[src/rtl/i2c_pkg.sv]
// rtl/i2c_pkg.sv - shared types and constants for the I2C master engine
package i2c_pkg;

  typedef enum logic [3:0] {
    ST_IDLE,
    ST_START,
    ST_ADDR,
    ST_ADDR_ACK,
    ST_WRITE,
    ST_WR_ACK,
    ST_READ,
    ST_RD_ACK,
    ST_STOP
  } state_t;

  // Q0/Q1 hold SCL low, Q2/Q3 hold SCL high
  typedef enum logic [1:0] {
    Q0 = 2'd0,
    Q1 = 2'd1,
    Q2 = 2'd2,
    Q3 = 2'd3
  } quarter_t;

  localparam logic ACK  = 1'b0;
  localparam logic NACK = 1'b1;

endpackage

[src/rtl/i2c_bit_timer.sv]
// rtl/i2c_bit_timer.sv - quarter-phase sequencer and bit strobes for the I2C engine
module i2c_bit_timer
  import i2c_pkg::*;
#(
  parameter int CLK_DIV = 4
) (
  input  logic     clk,
  input  logic     rst_,
  input  logic     clear,
  output quarter_t quarter,
  output logic     q_last,
  output logic     sample,
  output logic     bit_end
);

  localparam int CW = (CLK_DIV > 1) ? $clog2(CLK_DIV) : 1;
  localparam logic [CW-1:0] LAST = CW'(CLK_DIV - 1);

  logic [CW-1:0] cnt;
  logic [1:0]    q;

  always_ff @(posedge clk or negedge rst_) begin
    if (!rst_) begin
      cnt <= '0;
      q   <= '0;
    end else if (clear) begin
      cnt <= '0;
      q   <= '0;
    end else if (cnt == LAST) begin
      cnt <= '0;
      q   <= q + 2'd1;
    end else begin
      cnt <= cnt + CW'(1);
    end
  end

  assign quarter = quarter_t'(q);
  assign q_last  = (cnt == LAST);
  assign sample  = q_last && (quarter == Q2);
  assign bit_end = q_last && (quarter == Q3);

endmodule

[src/rtl/i2c_master_engine.sv]
// rtl/i2c_master_engine.sv - single-master I2C byte engine with start/stop framing
module i2c_master_engine
  import i2c_pkg::*;
#(
  parameter int CLK_DIV   = 4,
  parameter int MAX_BYTES = 4,
  parameter int CNT_W     = $clog2(MAX_BYTES + 1)
) (
  input  logic             clk,
  input  logic             rst_,
  input  logic             start,
  input  logic             rw,
  input  logic [6:0]       slave_addr,
  input  logic [CNT_W-1:0] num_bytes,
  input  logic [7:0]       wr_data,
  output logic             wr_ready,
  output logic [7:0]       rd_data,
  output logic             rd_valid,
  output logic             busy,
  output logic             done,
  output logic             nack_err,
  input  logic             sda_in,
  output logic             scl_out,
  output logic             sda_out,
  output logic             sda_select
);

  localparam logic [CNT_W-1:0] MAX_CNT = CNT_W'(MAX_BYTES);

  state_t           state, state_next;
  quarter_t         quarter;
  logic             q_last, sample, bit_end, timer_clear;
  logic [3:0]       bit_cnt;
  logic [CNT_W-1:0] byte_cnt;
  logic [7:0]       shift;
  logic             rw_q, ack_bit, nack_seen;
  logic             scl_phase, last_data_bit, ack_state, finishing;

  // START is two quarters long, so the timer restarts to align ADDR to Q0
  assign timer_clear = (state == ST_IDLE) || (state == ST_START && quarter == Q1 && q_last);

  i2c_bit_timer #(.CLK_DIV(CLK_DIV)) u_timer (
    .clk     (clk),
    .rst_    (rst_),
    .clear   (timer_clear),
    .quarter (quarter),
    .q_last  (q_last),
    .sample  (sample),
    .bit_end (bit_end)
  );

  assign scl_phase     = (quarter == Q2) || (quarter == Q3);
  assign last_data_bit = bit_end && (bit_cnt == 4'd7);
  assign ack_state     = (state == ST_ADDR_ACK) || (state == ST_WR_ACK);
  assign finishing     = (state == ST_STOP) && (state_next == ST_IDLE);

  always_ff @(posedge clk or negedge rst_) begin
    if (!rst_) state <= ST_IDLE;
    else       state <= state_next;
  end

  always_comb begin
    state_next = state;
    scl_out    = 1'b1;
    sda_out    = 1'b1;
    sda_select = 1'b1;
    case (state)
      ST_IDLE: begin
        if (start) state_next = ST_START;
      end
      ST_START: begin
        sda_out    = 1'b0;
        sda_select = 1'b0;
        if (quarter == Q1 && q_last) state_next = ST_ADDR;
      end
      ST_ADDR: begin
        scl_out    = scl_phase;
        sda_out    = shift[7];
        sda_select = 1'b0;
        if (last_data_bit) state_next = ST_ADDR_ACK;
      end
      ST_ADDR_ACK: begin
        scl_out = scl_phase;
        if (bit_end) begin
          if (ack_bit == NACK || byte_cnt == '0) state_next = ST_STOP;
          else                                   state_next = rw_q ? ST_READ : ST_WRITE;
        end
      end
      ST_WRITE: begin
        scl_out    = scl_phase;
        // on the capture cycle the shifter still holds the previous byte
        sda_out    = wr_ready ? wr_data[7] : shift[7];
        sda_select = 1'b0;
        if (last_data_bit) state_next = ST_WR_ACK;
      end
      ST_WR_ACK: begin
        scl_out = scl_phase;
        if (bit_end) state_next = (ack_bit == NACK || byte_cnt == '0) ? ST_STOP : ST_WRITE;
      end
      ST_READ: begin
        scl_out = scl_phase;
        if (last_data_bit) state_next = ST_RD_ACK;
      end
      ST_RD_ACK: begin
        scl_out    = scl_phase;
        sda_select = 1'b0;
        sda_out    = (byte_cnt != '0) ? ACK : NACK;
        if (bit_end) state_next = (byte_cnt != '0) ? ST_READ : ST_STOP;
      end
      ST_STOP: begin
        scl_out = (quarter != Q0);
        if (quarter == Q0 || quarter == Q1) begin
          sda_out    = 1'b0;
          sda_select = 1'b0;
        end
        if (quarter == Q2 && q_last) state_next = ST_IDLE;
      end
      default: state_next = ST_IDLE;
    endcase
  end

  always_ff @(posedge clk or negedge rst_) begin
    if (!rst_) begin
      busy      <= 1'b0;
      done      <= 1'b0;
      nack_err  <= 1'b0;
      wr_ready  <= 1'b0;
      rd_valid  <= 1'b0;
      rd_data   <= '0;
      bit_cnt   <= '0;
      byte_cnt  <= '0;
      shift     <= '0;
      rw_q      <= 1'b0;
      ack_bit   <= NACK;
      nack_seen <= 1'b0;
    end else begin
      busy     <= (state_next != ST_IDLE);
      done     <= finishing;
      nack_err <= finishing && nack_seen;
      wr_ready <= (state_next == ST_WRITE) && (state != ST_WRITE);
      rd_valid <= (state == ST_READ) && last_data_bit;

      if (state == ST_IDLE || state == ST_START) bit_cnt <= '0;
      else if (bit_end)                          bit_cnt <= (bit_cnt == 4'd8) ? 4'd0 : bit_cnt + 4'd1;

      if (state == ST_IDLE && start) begin
        rw_q      <= rw;
        nack_seen <= 1'b0;
        byte_cnt  <= (num_bytes > MAX_CNT) ? MAX_CNT : num_bytes;
      end else if ((state == ST_WRITE || state == ST_READ) && last_data_bit && byte_cnt != '0) begin
        byte_cnt <= byte_cnt - CNT_W'(1);
      end

      if (ack_state && sample)                     ack_bit   <= sda_in;
      if (ack_state && bit_end && ack_bit == NACK) nack_seen <= 1'b1;

      if (state == ST_IDLE && start)                            shift <= {slave_addr, rw};
      else if (wr_ready)                                        shift <= wr_data;
      else if (state == ST_READ && sample)                      shift <= {shift[6:0], sda_in};
      else if ((state == ST_ADDR || state == ST_WRITE) && bit_end) shift <= {shift[6:0], 1'b0};

      if (state == ST_READ && last_data_bit) rd_data <= shift;
    end
  end

endmodule

[config.mk]
export PLATFORM = sky130hd
export DESIGN_NAME = i2c_master_engine
export DESIGN_NICKNAME = d
export VERILOG_FILES = /design/src/rtl/i2c_pkg.sv /design/src/rtl/i2c_bit_timer.sv /design/src/rtl/i2c_master_engine.sv
export SDC_FILE = /design/constraint.sdc
export NUM_CORES = 1
export LEC_CHECK = 0
export ABC_AREA = 1
export BUFFER_PORTS_ARGS = -buffer_cell sky130_fd_sc_hd__buf_4
export CAP_MARGIN = 40
export CORE_ASPECT_RATIO = 0.8
export CORE_MARGIN = 2
export CORE_UTILIZATION = 30
export DETAILED_ROUTE_END_ITERATION = 8
export PLACE_DENSITY = 0.44
export SYNTH_ARGS = -nofsm -noshare
export SYNTH_HDL_FRONTEND = slang
export SYNTH_SLANG_ARGS = --single-unit
export TNS_END_PERCENT = 30
[constraint.sdc]
create_clock -name clk -period 3.2 [get_ports clk]
set_input_delay 0.32 -clock clk [delete_from_list [all_inputs] [get_ports clk]]
set_output_delay 0.32 -clock clk [all_outputs]
set_load 0.02 [all_outputs]
Yosys cells after proc, flatten, opt, wreduce, memory -nomap -nowiden
Index checks and enable logic that the tools add are counted.
Widths: inputs -> output; s select.
{ "totals": {"register_bits": 39, "latch_bits": 0, "ram_bits": 0, "romBits": 0, "input_bits": 23, "out_inout_bits": 16, "wordCells": 112, "memories": 0} }
{ "classes": {"addsub": 4, "mul": 0, "n_div": 0, "n_lt_le_gt_ge": 1, "eq_ne": 16, "n_shift": 0, "n_mux": 36, "n_bitwise": 0, "n_reduce_logical": 40} }
{ "op_table": {"columns": ["op", "count"], "rows": [
  ["$mux 4", 15],
  ["$pmux 4 s9", 1],
  ["$mux 8", 4],
  ["$eq 4x3->1 const B", 6],
  ["$logic_and 1x1->1", 18],
  ["$mux 2", 5],
  ["$reduce_bool 2->1", 5],
  ["$mux 3", 3],
  ["$eq 4x2->1 const B", 2],
  ["$eq 4x4->1 const B", 2],
  ["$logic_not 4->1", 2],
  ["$logic_or 1x1->1", 8],
  ["$reduce_bool 4->1", 2],
  ["$eq 2x2->1 const B", 3],
  ["$reduce_or 6->1", 1],
  ["$mux 1", 5],
  ["$pmux 1 s5", 1],
  ["$add 2x1->2 const B", 2],
  ["$add 4x1->4 const B", 1],
  ["$eq 4x1->1 const B", 1],
  ["$ne 4x3->1 const B", 1],
  ["$pmux 1 s2", 2],
  ["$reduce_or 4->1", 1],
  ["$gt 3x3->1 const B", 1],
  ["5 further kinds", 5]
]} }

Logic depth before layout (Yosys ltp)
{ "depth": {"word_depth": 8, "ltp_mapped": 11, "depth_no_buf": 11} }

Cells and area by module
Synthesis repeated with hierarchy kept, for this count alone.
{ "unflattened": {"cells_unflattened": 272, "area_unflattened_um2": 2197.1} }
{ "by_module_without_submodules": {"columns": ["mod", "instances", "cells_each", "area_per_inst_um2", "seq_area_each_um2"], "rows": [
  ["i2c_master_engine", 1, 248, 1989.4, 877.1],
  ["i2c_bit_timer", 1, 24, 207.7, 100.1]
]} }

Worst setup path before layout
No wires, ideal clock.
{ "synth_path": {"kind": "reg2out", "start": "reg state[1]", "end": "out sda_select", "t_arrival_ns": 1.654, "t_required_ns": 2.880, "setup_slack_ns": 1.226, "stages_incl_launch_ff": 8, "path_buffers": 1, "path_cell_list": "dfrtp_1 > buf_6 > nor2_4 > inv_2 > nor3_2 > inv_2 > or2_4 > o21ai_0"} }
{ "synth_between": {"elab_chain_cells": 3, "elab_cells_between_ends": 7, "classes_between": "eq/ne (5); mux (1); reduce/logical (1)"} }
{ "synth_lines": {"columns": ["element", "line_no", "source"], "rows": [
  ["start: declaration", "i2c_master_engine.sv:30", "state_t state, state_next;"],
  ["start signal: assignment", "i2c_master_engine.sv:59", "else state <= state_next;"],
  ["$eq 4x1->1 (tied with other cells)", "i2c_master_engine.sv:67", "case (state)"],
  ["$reduce_or 4->1 (no source line)", null, null],
  ["$pmux 1 s2 (*)", "i2c_master_engine.sv:67", null],
  ["end: declaration", "i2c_master_engine.sv:25", "output logic sda_select"]
]} }
Mark *: on every way between the ends. The rest lies on a longest branch, timed or not.

Final worst setup path
{ "layout_path": {"start": "reg state[1]", "end": "out sda_out"} }
{ "layout_between": {"elab_chain_cells": 2, "elab_cells_between_ends": 6, "classes_between": "eq/ne (5); mux (1)"} }
{ "layout_lines": {"columns": ["element", "line_no", "source"], "rows": [
  ["$eq 4x4->1 (tied with other cells)", "i2c_master_engine.sv:67", null],
  ["$pmux 1 s5 (*)", "i2c_master_engine.sv:67", null],
  ["end: declaration", "i2c_master_engine.sv:24", "output logic sda_out,"]
]} }
Marked as above.

==> impl_metrics.toml <==
[yosys]
synth_cell_types = 35
yosysWarnings = 0
synth_seq_cells = 39
async_reset_ff_share_pct = 100.0
synth_cells = 278
syn_area_per_cell_sq_um = 8.164
synth_area_sq_mm = 0.002270
synth_top_area_share_pct = 41.90
synthFlopType = "dfrtp_1"
yosysTopAreaCell = "dfrtp_1"
synthTopCellsByArea = "dfrtp_1 42%, nand2_1 11%, nand3_1 6.4%"
yosysSeqAreaShare_pct = 43.05
synth-edff-count = 0
synthesis.nets = 310

[clock_network]
post_cts_buffers = 0
ctsHoldBuffers = 0
cts_buffers = 5
clock_latency_ns = 0.29
ctsResizeCount = 0
cts_buffer_depth = 2
root_buffer = "clkbuf_8"
cts_sinks = 39
cts_tree = "done"
cts_max_level = 2
cts.clk_slew.worst_paths_ns = 0.08

[worst_setup_path]
timing.reg2reg.setup_slack_ns = 1.32
crit_path_max_fanout = 8
crit_family = "simple AND/OR/NAND/NOR gates"
r2r_start = "state[1]"
r2r_end = "shift[3]"
r2r_cells = 7
crit_top_cell = "inv_2"
crit_chain = "nor2_4 > inv_2 > nor3_2 > inv_2 > or2_4 > o21ai_2 > nor2_1 > nand2_1 > buf_4"
worstPathBufferInverterCount = 3
critPathMaxStageDelay_ns = 0.49
required_ns = 2.88
crit_type = "flip-flop to output pin"
arrival_ns = 1.98
critPathCaptureType = "output pin"
start_kind = "flip-flop"
critPathSlowestCell = "dfrtp_1"

[grt]
grt_max_degree = 40
grt_pass1_wl_microns = 9425
antenna_found_initial = 0
overflow = 0
grtUsageTotal_pct = 14.88
grt_pass1_vias = 1832

[pwr]
swShare_pct = 22.44
pwr_density_cell_mw_per_mm2 = 334.1
p_sw_w = 0.0002046
intPower_w = 0.0007072
pwr-share-comb_pct = 3.6
pwr-share-seq_pct = 54.2
leakage_nw = 1.361
power.share.clock_pct = 42.2
ir_drop_uv = 140.8

[routing]
drt-vias-per-instance = 4.628
drt-pass1-iter-count = 4
drc = 0
ant_nets = 0
post_drt_wl_per_cell_microns = 13.63
wirelength_microns = 5575
num_vias = 1893
drt_iter0_drc = 141

[job]
max_cap_viol_count = 0

[timing]
setup_violations = 0
hold_ws_ns = -0.002685
tightest_slew_ns = 0.5217
tns_ns = 0
drv_slew = 0
hold_viol_final = 6
timing.slew.headroom_pct = 65.22
finalCritPeriodShare_pct = 72.02
period_needed_ns = 2.305
rsz0062_at_grt = "no"
fmax_ghz = 0.4339
skew_ns = 0.008095

[run_status]
run_status = "complete, but fails checks"
violations = "hold timing"

[layout]
nFillCells = 757
multi_input_area_sq_mm = 0.001106
finalNetCount = 350
diodes = 0
drive_gt1_share_pct = 26.02
synthToLayoutAreaGrowth_pct = 20.23
fin_area_sq_mm = 0.002729
seq_area_sq_um = 977.2

[placed_design]
postPlaceCellArea_sq_mm = 0.002625
dp_hpwl_microns = 4274
gp_congestion = 0.8784
portBuffers = 38

[hold_path]
hp-class = "input pin to async pin"

[floorplan]
die_area_sq_mm = 0.008282
core-area_sq_mm = 0.007357
die_y_microns = 81.80
num_io_pins = 39
start_util_pct = 30.85
rows = 28
die_width_microns = 101.2
## Yosys cell counts, types with 2 or more instances
library cell	n
o211ai_2	2
nor3_1	3
nand3_2	3
dfrtp_1	38
nand2_1	69
and3_1	2
a21oi_1	5
nor2_4	4
inv_2	6
nand4_1	5
o21ai_2	8
inv_1	30
nor2_2	2
ha_1	9
o21ai_1	4
nand3_1	29
o211ai_1	4
nand2_2	6
o21ai_0	17
nor2_1	15
buf_6	3
## worst max path at each step
stage              from         end  depth (start not counted)
2_1_floorplan  state[1]  sda_select                          7
3_3_place_gp   state[1]     sda_out                          9
3_5_place_dp   state[1]     sda_out                          9
4_1_cts        state[1]     sda_out                          9
5_1_grt        state[1]     sda_out                          9
6_report       state[1]     sda_out                          9
## through the flow
stage	hold slack (ns)	util (%)	setup slack (ns)	std cells	power [W]
final	-0.002685	37.09	0.8952	409	0.0009118
after global routing	0.03802	37.09	0.7622	409	0.0009506
after CTS	0.01900	37.09	0.8875	409	0.0009254
after detailed placement	0.3423	35.68	1.220	401	0.0005387
after global placement	0.3494	35.68	1.262	401	0.0005390
after floorplan	0.02441	-	1.226	278	0.0005051
## power by group through the flow
stage | sequential (W) | clock [W] | combinational (W)
3_5_place_dp | 0.000504 | 0 | 0.0000349
6_report | 0.000494 | 0.000385 | 0.0000331
3_3_place_gp | 0.000504 | 0 | 0.0000352
4_1_cts | 0.000494 | 0.000396 | 0.0000349
2_1_floorplan | 0.000504 | 0 | 0.00000132
5_1_grt | 0.000494 | 0.000419 | 0.0000375
## logic make-up (layout without fill, tap and decap cells)
logic type | count (synthesis) | in the layout | synth area share, %
fa+ha+maj | 9 | 9 | 4.961
simple gates | 145 | 145 | 31.59
compound gates | 43 | 43 | 12.18
buf+inv | 42 | 83 | 8.214
flops | 39 | 39 | 43.05
## flip-flops by register name, summed over array words and instances (netlist names), 2 cells and up
signal,flops
state,4
u_timer.quarter,2
byte_cnt,3
shift,8
u_timer.cnt,2
rd_data,8
bit_cnt,4
## cells in the final DEF (no fill, tap or decap), types with 2 or more instances in the layout
cell type  instances
nand2_1           69
dfrtp_1           38
buf_4             38
inv_1             30
nand3_1           29
o21ai_0           17
nor2_1            15
ha_1               9
o21ai_2            8
clkbuf_8           7
nand2_2            6
inv_2              6
a21oi_1            5
nand4_1            5
nor2_4             4
o211ai_1           4
o21ai_1            4
nand3_2            3
nor3_1             3
nor2_2             2
and3_1             2
o211ai_2           2
## worst register-to-register path, delay by kind of cell, from the launching register on
kind	cells	cell delay [ns]
AO/OA/AOI/OAI	2	0.26
buffers and inverters	1	0.18
flip-flops	1	0.49
AND/OR/NAND/NOR	4	0.87
## per-layer routing
layer  wire length [microns]  up-vias  track usage [%]  share of wire (%)
li1                        -      995                -                  -
met1                    2932      860            22.67                 53
met2                    2348       36            20.86                 42
met3                     270        2            3.745                4.8
met4                      24        0            3.649               0.43
met5                       0        -                0                  0
## final cells by class
class	count	area share (%)
Inverter	37	5.273
Multi-Input combinational cell	197	40.53
Tap cell	90	4.127
Clock buffer	7	3.530
Timing Repair Buffer	38	10.45
Clock inverter	1	0.2751
Sequential cell	39	35.81
No activity file was read; power rests on OpenSTA's default activity.
